==> src/rtl/wb_port_arbiter.sv <==
// wb_port_arbiter
//
// Shares the single register-file write port between the in-order pipeline
// write-back path and a late-completion requester (for example multi-cycle
// I/O reads that return after their instruction has left MEM).
//
//   * Pipeline writes always win the slot.
//   * Late results go into a small FIFO and are written in free slots.
//   * A starvation counter raises stall_req so the pipeline inserts a bubble
//     when the FIFO head has waited MAX_WAIT cycles.
//   * query_hit lets ID detect a RAW hazard against buffered results.
//
// Ports
//   clk, reset                 clock, synchronous active-high reset
//   pipe_wb_enable/reg/data    pipeline write request (no backpressure)
//   late_valid/ready/reg/data  late-result handshake
//   stall_req                  registered bubble request
//   query_reg / query_hit      pending-destination lookup (combinational)
//   regif_wb_enable/reg/data   registered register-file write
//   df_wb_enable/reg/data      forwarding copies of regif_*
//
// Late handshake: a transfer happens on a rising edge where late_valid and
// late_ready are both 1. late_ready is simply "FIFO not full" and never
// depends on late_valid or on a same-cycle pop. A transfer to x0 is accepted
// but dropped.

module wb_port_arbiter #(
    parameter int DEPTH    = 2,
    parameter int MAX_WAIT = 4
) (
    input  logic        clk,
    input  logic        reset,
    input  logic        pipe_wb_enable,
    input  logic [4:0]  pipe_wb_reg,
    input  logic [31:0] pipe_wb_data,
    input  logic        late_valid,
    output logic        late_ready,
    input  logic [4:0]  late_reg,
    input  logic [31:0] late_data,
    output logic        stall_req,
    input  logic [4:0]  query_reg,
    output logic        query_hit,
    output logic        regif_wb_enable,
    output logic [4:0]  regif_wb_reg,
    output logic [31:0] regif_wb_data,
    output logic        df_wb_enable,
    output logic [4:0]  df_wb_reg,
    output logic [31:0] df_wb_data
);

    localparam int PW = (DEPTH > 1) ? $clog2(DEPTH) : 1;
    localparam int CW = PW + 1;
    localparam int WW = $clog2(MAX_WAIT + 1);
    localparam logic [CW-1:0] DEPTH_C    = CW'(DEPTH);
    localparam logic [WW-1:0] MAX_WAIT_C = WW'(MAX_WAIT);

    // FIFO storage and bookkeeping
    logic [4:0]    fifo_reg_q  [DEPTH];
    logic [4:0]    fifo_reg_d  [DEPTH];
    logic [31:0]   fifo_data_q [DEPTH];
    logic [31:0]   fifo_data_d [DEPTH];
    logic [PW-1:0] wr_ptr_q, wr_ptr_d;
    logic [PW-1:0] rd_ptr_q, rd_ptr_d;
    logic [CW-1:0] count_q, count_d;

    // Starvation tracking
    logic [WW-1:0] wait_cnt_q, wait_cnt_d;
    logic          stall_req_q, stall_req_d;

    // Registered write port
    logic          regif_wb_enable_q, regif_wb_enable_d;
    logic [4:0]    regif_wb_reg_q, regif_wb_reg_d;
    logic [31:0]   regif_wb_data_q, regif_wb_data_d;

    // Slot decisions
    logic full;
    logic empty;
    logic late_fire;
    logic push;
    logic pipe_owns;
    logic pop;

    always_comb begin
        full      = (count_q == DEPTH_C);
        empty     = (count_q == '0);
        late_fire = late_valid && !full;
        // x0 results are consumed by the handshake but never stored.
        push      = late_fire && (late_reg != 5'd0);
        // A pipeline write to x0 does not claim the slot, so the FIFO may use it.
        pipe_owns = pipe_wb_enable && (pipe_wb_reg != 5'd0);
        pop       = !pipe_owns && !empty;
    end

    // FIFO next state
    always_comb begin
        fifo_reg_d  = fifo_reg_q;
        fifo_data_d = fifo_data_q;
        wr_ptr_d    = wr_ptr_q;
        rd_ptr_d    = rd_ptr_q;
        count_d     = count_q;
        if (push) begin
            fifo_reg_d[wr_ptr_q]  = late_reg;
            fifo_data_d[wr_ptr_q] = late_data;
            wr_ptr_d              = wr_ptr_q + PW'(1);
        end
        if (pop) begin
            rd_ptr_d = rd_ptr_q + PW'(1);
        end
        case ({push, pop})
            2'b10:   count_d = count_q + CW'(1);
            2'b01:   count_d = count_q - CW'(1);
            default: count_d = count_q;
        endcase
    end

    // Starvation counter and bubble request
    always_comb begin
        wait_cnt_d  = wait_cnt_q;
        stall_req_d = stall_req_q;
        if (empty || pop) begin
            wait_cnt_d = '0;
        end else if (wait_cnt_q != MAX_WAIT_C) begin
            wait_cnt_d = wait_cnt_q + WW'(1);
        end
        // A pop resolves the starvation; otherwise raise once the limit is hit
        // and hold until the head finally drains.
        if (pop) begin
            stall_req_d = 1'b0;
        end else if (wait_cnt_d == MAX_WAIT_C) begin
            stall_req_d = 1'b1;
        end
    end

    // Write-port selection; reg/data hold when nobody writes.
    always_comb begin
        regif_wb_enable_d = pipe_owns || pop;
        regif_wb_reg_d    = regif_wb_reg_q;
        regif_wb_data_d   = regif_wb_data_q;
        if (pipe_owns) begin
            regif_wb_reg_d  = pipe_wb_reg;
            regif_wb_data_d = pipe_wb_data;
        end else if (pop) begin
            regif_wb_reg_d  = fifo_reg_q[rd_ptr_q];
            regif_wb_data_d = fifo_data_q[rd_ptr_q];
        end
    end

    // Pending-destination lookup. The head being popped is excluded because
    // it reaches ID through df_* next cycle; an entry being pushed is not yet
    // stored, so it is excluded naturally.
    always_comb begin
        query_hit = 1'b0;
        for (int k = 0; k < DEPTH; k++) begin
            if ((CW'(k) < count_q) && !((k == 0) && pop) &&
                (fifo_reg_q[rd_ptr_q + PW'(k)] == query_reg) &&
                (query_reg != 5'd0)) begin
                query_hit = 1'b1;
            end
        end
    end

    always_ff @(posedge clk) begin
        if (reset) begin
            for (int i = 0; i < DEPTH; i++) begin
                fifo_reg_q[i]  <= '0;
                fifo_data_q[i] <= '0;
            end
            wr_ptr_q          <= '0;
            rd_ptr_q          <= '0;
            count_q           <= '0;
            wait_cnt_q        <= '0;
            stall_req_q       <= 1'b0;
            regif_wb_enable_q <= 1'b0;
            regif_wb_reg_q    <= '0;
            regif_wb_data_q   <= '0;
        end else begin
            fifo_reg_q        <= fifo_reg_d;
            fifo_data_q       <= fifo_data_d;
            wr_ptr_q          <= wr_ptr_d;
            rd_ptr_q          <= rd_ptr_d;
            count_q           <= count_d;
            wait_cnt_q        <= wait_cnt_d;
            stall_req_q       <= stall_req_d;
            regif_wb_enable_q <= regif_wb_enable_d;
            regif_wb_reg_q    <= regif_wb_reg_d;
            regif_wb_data_q   <= regif_wb_data_d;
        end
    end

    assign late_ready      = !full;
    assign stall_req       = stall_req_q;
    assign regif_wb_enable = regif_wb_enable_q;
    assign regif_wb_reg    = regif_wb_reg_q;
    assign regif_wb_data   = regif_wb_data_q;
    assign df_wb_enable    = regif_wb_enable_q;
    assign df_wb_reg       = regif_wb_reg_q;
    assign df_wb_data      = regif_wb_data_q;

endmodule

==> config.mk <==
export PLATFORM = sky130hd
export DESIGN_NAME = wb_port_arbiter
export DESIGN_NICKNAME = d
export VERILOG_FILES = /design/src/rtl/wb_port_arbiter.sv
export SDC_FILE = /design/constraint.sdc
export NUM_CORES = 1
export LEC_CHECK = 0
export CAP_MARGIN = 20
export CORE_MARGIN = 3
export CORE_UTILIZATION = 40
export DETAILED_ROUTE_END_ITERATION = 8
export PLACE_DENSITY_LB_ADDON = 0.15
export SYNTH_ARGS = -nofsm -noshare
export SYNTH_HDL_FRONTEND = slang
export SYNTH_SLANG_ARGS = --single-unit
==> constraint.sdc <==
create_clock -name clk -period 5.88 [get_ports clk]
set_input_delay 1.176 -clock clk [delete_from_list [all_inputs] [get_ports clk]]
set_output_delay 1.176 -clock clk [all_outputs]
set_load 0.03 [all_outputs]
==> results of run 1 <==
==> cells in the mapped netlist, types with 7 or more instances <==
cell type                  number  area share (%)
sky130_fd_sc_hd__a21oi_1      112              10
sky130_fd_sc_hd__buf_2         10            0.92
sky130_fd_sc_hd__buf_4         38             5.2
sky130_fd_sc_hd__buf_6          7             1.4
sky130_fd_sc_hd__clkbuf_1      31             2.1
sky130_fd_sc_hd__dfxtp_1      120              44
sky130_fd_sc_hd__mux2i_1       45             8.2
sky130_fd_sc_hd__nand2_1      222              15
sky130_fd_sc_hd__nor2_1        10            0.69
sky130_fd_sc_hd__o211ai_1      35             4.8
sky130_fd_sc_hd__xor2_1         9             1.4
==> cell usage in the layout (no fill, tap or decap), types with 2 or more instances in the layout <==
master / instances
sky130_fd_sc_hd__a21oi_1: 112
sky130_fd_sc_hd__buf_4: 7
sky130_fd_sc_hd__clkbuf_8: 7
sky130_fd_sc_hd__mux2i_1: 45
sky130_fd_sc_hd__nand4_1: 2
sky130_fd_sc_hd__or4_1: 4
sky130_fd_sc_hd__nor4_1: 4
sky130_fd_sc_hd__o21ai_0: 3
sky130_fd_sc_hd__nand2_1: 222
sky130_fd_sc_hd__clkinv_2: 2
sky130_fd_sc_hd__xor2_1: 9
sky130_fd_sc_hd__clkdlybuf4s50_1: 160
sky130_fd_sc_hd__nor2_1: 8
sky130_fd_sc_hd__a22oi_1: 2
sky130_fd_sc_hd__o211ai_1: 35
sky130_fd_sc_hd__ha_1: 6
sky130_fd_sc_hd__nor2_4: 2
sky130_fd_sc_hd__clkbuf_1: 4
sky130_fd_sc_hd__inv_1: 6
sky130_fd_sc_hd__dfxtp_1: 119
sky130_fd_sc_hd__clkbuf_16: 17
sky130_fd_sc_hd__xnor2_1: 5
==> per-stage QoR <==
step	std cells	cell area (um2)	hold WS, ns	total power, mW	worst slack (ns)
finish	969	7410	0.4522	3.113	1.379
global route	969	7410	0.4689	3.298	1.318
CTS	969	7410	0.4537	3.147	1.380
detailed placement	939	6863	0.4463	2.191	1.387
global placement	938	6835	0.4406	2.175	1.456
floorplan	681	5464	0.4357	1.843	2.293
==> critical path: cells and delay by family <==
| family | cells | cell delay (ns) |
|---|---|---|
| buf+inv | 2 | 1.22 |
| simple gates | 2 | 0.61 |
| xor+xnor | 1 | 0.17 |
| compound gates | 1 | 0.15 |
==> logic make-up (layout without fill, tap and decap cells) <==
family	count (synthesis)	after routing
AO/OA/AOI/OAI	157	157
multiplexers	45	45
flip-flops	120	120
adder cells (fa/ha/maj)	6	6
XOR/XNOR	14	14
AND/OR/NAND/NOR	246	246
buffers and inverters	93	205
==> area by class of cell <==
class	instances	area, um2	share of cell area [%]
Inverter	7	26.28	0.3546
Tap cell	176	220.2	2.972
Clock buffer	28	536.8	7.244
Clock inverter	2	10.01	0.1351
Sequential cell	120	2404	32.44
Timing Repair Buffer	168	1682	22.69
Multi-Input combinational cell	468	2531	34.16
==> power by group through the flow <==
stage | logic [mW] | registers, mW | clock network (mW)
global route | 1.26 | 1.03 | 1.00
CTS | 1.16 | 1.02 | 0.966
finish | 1.14 | 1.02 | 0.949
floorplan | 0.751 | 1.09 | 0
detailed placement | 1.15 | 1.04 | 0
global placement | 1.15 | 1.03 | 0
==> metal layers <==
| metal | track usage (%) | wire, um |
|---|---|---|
| met1 | 24.91 | 6511 |
| met2 | 35.12 | 7330 |
| met3 | 5.207 | 985 |
| met4 | 7.628 | 240 |
| met5 | 0 | 0 |
==> worst paths after layout <==
kind	endpoint	slack, ns	from	depth (start not counted)
worst max register to register	df_wb_data[1]	3.53	count_q[0]	7
worst max-delay path	query_hit	1.38	query_reg[1]	6
worst min register to register	fifo_data_q[30]	0.45	fifo_data_q[30]	2
worst min-delay path	fifo_data_q[30]	0.45	fifo_data_q[30]	2
==> impl_summary.txt, run 1 <==
----------------------------------------------------
[STA]
  Worst Tran Pin Value ... 1.025 ns
  Final Cycle Share ... 76.55%
  Final Max Slew Viols ... 0
  Final min period ... 4.501 ns
  Final setup TNS ... 0 ns
  FMAX ... 0.2222 GHz
  Worst clock skew on the final layout ... 0.004612 ns
  Final Hold Violating Endpoints ... 0
  Unrepaired setup endpoints after global routing ... no
  Final Setup Violations ... 0
  Slew margin rel. ... 31.48%

[Synth]
  Xor and xnor fraction of the mapped netlist area ... 2.244%
  YS warnings ... 0
  Count of unique library cells instantiated by Yosys ... 29
  Count of flip-flops with a built-in enable after synthesis ... 0
  Post-synthesis compound-gate area fraction ... 16.33%
  Synth Cell Area ... 5464 um2
  Average cell area after synthesis ... 8.023 um2
  Adder and majority cell fraction of the synthesized area ... 1.374%
  Share of synthesized flip-flops with an asynchronous set or reset ... 0%
  Net Count, Synth ... 770
  Largest family of logic cells by synthesized area ... simple AND/OR/NAND/NOR gates
  Fraction of the mapped netlist area in simple logic gates ... 17.66%
  Part of the Yosys area used for sequential elements ... 43.97%
  Flip-flop cell with the highest count after synthesis ... sky130_fd_sc_hd__dfxtp_1
  Synthesis-stage register bit count ... 120
  Number of cells produced by synthesis ... 681
  Post-synthesis mux area share ... 8.244%

[Placement]
  Detailed placer's ending HPWL ... 9828 um
  GPL Wtd Cong ... 0.7941
  Port bufs ... 161

[Clocking]
  Total of hold buffers inserted after clock tree synthesis ... 0
  Clock Root Buffer ... sky130_fd_sc_hd__clkbuf_16
  Number of buffers created by CTS ... 17
  Sink Count ... 120
  Clock-pin slew on the worst setup and hold paths ... 0.05 ns
  Resize count post-CTS ... 0
  Number of buffers inserted by post-CTS setup repair ... 0
  Number of buffers on the longest clock path ... 2
  TritonCTS clock tree ... yes
  Clock H-tree levels ... 4
  Worst skew pair latency ... 0.41 ns

[Die]
  DIE WIDTH ... 122.9 um
  Num rows ... 42
  Overall die area ... 15100 um2
  Chip height ... 122.9 um
  Count of pins on the block boundary ... 162
  Standard cell core area ... 13300 um2
  Initial core utilization ... 41.10%

[Min path]
  HP Class ... register to register

[Finish]
  Layout Area Growth over Synthesis ... 35.61%
  # diodes ... 0
  Final core area utilization ... 55.73%
  Register ranked first by flip-flop count ... fifo_data_q
  Share of final-layout standard cells stronger than drive strength 1 ... 5.044%
  Fillers ... 1252
  Max reg flops ... 64
  Net total in the final layout ... 871

[Setup path]
  Crit path capture type ... output port
  Biggest cell delay along the critical path ... 0.69 ns
  Crit path DAT ... 3.33 ns
  Required @ worst endpoint ... 4.70 ns
  Largest driver fanout on the critical path ... 3
  Critical Path Start Type ... primary input
  Critical path cell sequence ... clkdlybuf4s50_1 -> xor2_1 -> nand4_1 -> or4_1 -> a21oi_1 -> clkdlybuf4s50_1
  Setup CP Type ... primary input to output port
  Cell type of the slowest stage on the worst timing path ... sky130_fd_sc_hd__clkdlybuf4s50_1
  Cell repeated most along the worst path ... sky130_fd_sc_hd__clkdlybuf4s50_1

[Pwr]
  Pwr dens ... 420.1 nW/um2
  Internal power contribution ... 1.986 mW
  Portion of total power attributed to the clock network ... 30.5%
  Part of the power in combinational logic ... 36.8%
  Worst-case vdd ir drop ... 0.1674 mV
  Switching component of the power ... 1.127 mW
  Sequential share of power ... 32.8%
  Switching power as a share of total power ... 36.21%
  Leak Pwr ... 2.659 nW

[Status]
  Status ... completed

[Global routing]
  Initial antenna violation count ... 0
  Maximum number of pins on one net before global-route repair ... 63
  Via count of the first global-routing pass ... 4893
  GRT Resource Usage Total ... 20.57%
  Global-route wire length before repair ... 24090 um
  Remaining Overflow, GRT ... 0

[Drt]
  Final wirelength ... 15070 um
  Wirelength per Cell ... 15.55 um
  Via density per instance ... 5.067
  Number of violations reported at the end of detailed-routing iteration 0 ... 268
  Total vias in the final route ... 4910
  Iteration count of the initial detailed-routing pass ... 4
  DR DRC count ... 0
  Post-DRT Antenna Nets ... 0

[Run]
  Max-capacitance violation count ... 0

----------------------------------------------------
Note: power is estimated with default switching activity, not from simulation.
==> run 2: changes to the inputs <==
- clock period: 5.88 -> 4.2 ns (I/O delays scaled with it)
==> run 2 against run 1 <==
Against the previous run: cell area is 0.29% higher; sequential cell count stayed put; sequential power is 39% higher; sequential share of layout area is 0.093 points lower; clock power is 43% higher; global-route usage hardly changed; highest routed layer unchanged.
==> impl_summary.txt, run 2 (synthesis gave the netlist of run 1 again) <==
----------------------------------------------------
[Status]
  Status ... completed

[Drt]
  DR DRC count ... 0 (unchanged)
  Iteration count of the initial detailed-routing pass ... 4 (unchanged)
  Total vias in the final route ... 4952 (+0.86%)
  Wirelength per Cell ... 15.61 um (+0.37%)
  Post-DRT Antenna Nets ... 0 (unchanged)
  Via density per instance ... 5.095 (+0.54%)
  Final wirelength ... 15170 um (+0.68%)
  Number of violations reported at the end of detailed-routing iteration 0 ... 280 (+4.5%)

[STA]
  Final Hold Violating Endpoints ... 0 (unchanged)
  Final setup TNS ... 0 ns (unchanged)
  Final min period ... 3.835 ns
  Final Cycle Share ... 91.31%
  Final Setup Violations ... 0 (unchanged)
  Slew margin rel. ... 28.88% (-2.6 points)
  Worst Tran Pin Value ... 1.064 ns (+0.03884 ns)
  FMAX ... 0.2608 GHz
  Worst clock skew on the final layout ... 0.006632 ns (+0.002021 ns)
  Final Max Slew Viols ... 0 (unchanged)
  Unrepaired setup endpoints after global routing ... no

[Clocking]
  Clock H-tree levels ... 4 (unchanged)
  Sink Count ... 120 (unchanged)
  Number of buffers created by CTS ... 17 (unchanged)
  Worst skew pair latency ... 0.40 ns (about the same)
  Clock Root Buffer ... sky130_fd_sc_hd__clkbuf_16
  Number of buffers inserted by post-CTS setup repair ... 0 (unchanged)
  Clock-pin slew on the worst setup and hold paths ... 0.05 ns (about the same)
  Resize count post-CTS ... 0 (unchanged)
  TritonCTS clock tree ... yes
  Total of hold buffers inserted after clock tree synthesis ... 0 (unchanged)
  Number of buffers on the longest clock path ... 2 (unchanged)

[Placement]
  GPL Wtd Cong ... 0.8213 (+3.4%)
  Port bufs ... 161 (unchanged)
  Placed cell count ... 942 (+0.32%)
  Detailed placer's ending HPWL ... 9866 um (+0.38%)

[Die]
  Initial core utilization ... 41.10% (unchanged)
  DIE WIDTH ... 122.9 um (unchanged)
  Standard cell core area ... 13300 um2 (unchanged)
  Num rows ... 42 (unchanged)
  Overall die area ... 15100 um2 (unchanged)
  Chip height ... 122.9 um (unchanged)
  Count of pins on the block boundary ... 162 (unchanged)

[Setup path]
  Launch point of the worst path ... query_reg[4]
  Critical Path Start Type ... primary input
  Cell family with most CP delay ... buffers and inverters
  Crit path capture type ... output port
  Cell repeated most along the worst path ... sky130_fd_sc_hd__clkdlybuf4s50_1
  Crit path DAT ... 2.99 ns (-0.34 ns)
  Cell type of the slowest stage on the worst timing path ... sky130_fd_sc_hd__clkdlybuf4s50_1
  Critical path cell sequence ... clkdlybuf4s50_1 -> xor2_1 -> nand4_1 -> or4_1 -> a21oi_1 -> clkdlybuf4s50_1
  Setup CP Type ... primary input to output port
  Required @ worst endpoint ... 3.36 ns (-1.34 ns)
  FF-to-FF Start ... count_q[0]
  Buffers plus inverters on the worst setup path ... 2 (unchanged)
  Biggest cell delay along the critical path ... 0.69 ns (about the same)
  Largest driver fanout on the critical path ... 3 (unchanged)

[Finish]
  Max reg flops ... 64 (unchanged)
  # diodes ... 0 (unchanged)
  Leading cell types in the layout, fill and taps excluded ... 222 x sky130_fd_sc_hd__nand2_1, 160 x sky130_fd_sc_hd__clkdlybuf4s50_1, 119 x sky130_fd_sc_hd__dfxtp_1
  Share of final-layout standard cells stronger than drive strength 1 ... 5.528% (+0.48 points)
  Register ranked first by flip-flop count ... fifo_data_q
  Net total in the final layout ... 874 (+0.34%)
  Leading cell type in the layout, fill and taps excluded ... sky130_fd_sc_hd__nand2_1
  Fin cells ... 972 (+0.31%)
  Layout Area Growth over Synthesis ... 36.00%

[Pwr]
  Leak Pwr ... 2.674 nW (+0.58%)
  Worst-case vdd ir drop ... 0.2627 mV (+57%)
  Pwr dens ... 591.4 nW/um2 (+41%)

[Run]
  Max-capacitance violation count ... 0 (unchanged)

[Global routing]
  Global-route wire length before repair ... 24340 um (+1.1%)
  GRT Resource Usage Total ... 20.52% (-0.043 points)
  Remaining Overflow, GRT ... 0 (unchanged)
  Maximum number of pins on one net before global-route repair ... 84 (+33%)
  Initial antenna violation count ... 0 (unchanged)
  Via count of the first global-routing pass ... 4913 (+0.41%)

[Min path]
  HP Class ... register to register
  Source of the worst hold timing path ... fifo_data_q[54]

----------------------------------------------------
-- run 2: worst reg2reg max path, delay by kind of cell, from the launching register on --
family | cells | cell delay (ns)
buf+inv | 3 | 1.12
fa+ha+maj | 1 | 0.37
compound gates | 2 | 0.19
flops | 1 | 0.36
simple gates | 1 | 0.12
-- run 2: cell type report --
class | instances | area [um2]
clock buffer | 29 | 560.5
clock inverter | 1 | 5.005
fill | 1221 | 5864
inverter | 7 | 26.28
multi-input combinational | 468 | 2531
sequential | 120 | 2404
tap | 176 | 220.2
timing repair buffer | 171 | 1684
-- run 2: metal layers --
| layer | wire (um) | GRT usage [%] | up-vias |
|---|---|---|---|
| met5 | 0 | 0 | - |
| met4 | 184 | 6.508 | 0 |
| met3 | 1172 | 5.530 | 18 |
| met2 | 7263 | 34.30 | 145 |
| met1 | 6549 | 25.74 | 2335 |
| li1 | - | - | 2454 |
-- run 2: worst paths after layout --
kind	to	depth (start not counted)	slack, ns
worst max-delay path	query_hit	6	0.37
worst min-delay path	fifo_data_q[54]	2	0.45
worst max register to register	df_wb_reg[2]	7	1.89
worst min register to register	fifo_data_q[54]	2	0.45
-- run 2: stage by stage --
step                total power, mW  instance area (um2)  util [%]  hold slack (ns)  setup WS, ns
finish                        4.395                 7431     55.89           0.4542        0.3650
global placement              3.046                 6865     51.64           0.4408        0.4393
floorplan                     2.580                 5464         -           0.4357         1.285
CTS                           4.445                 7431     55.89           0.4534        0.3704
global route                  4.656                 7431     55.89           0.4687        0.3237
detailed placement            3.072                 6865     51.64           0.4463        0.3637
-- run 2: power breakdown --
group / switching (mW) / leakage (nW) / internal, mW
registers: 0.116 / 0.984 / 1.30
clock network: 0.472 / 0.282 / 0.889
logic: 0.986 / 1.41 / 0.633
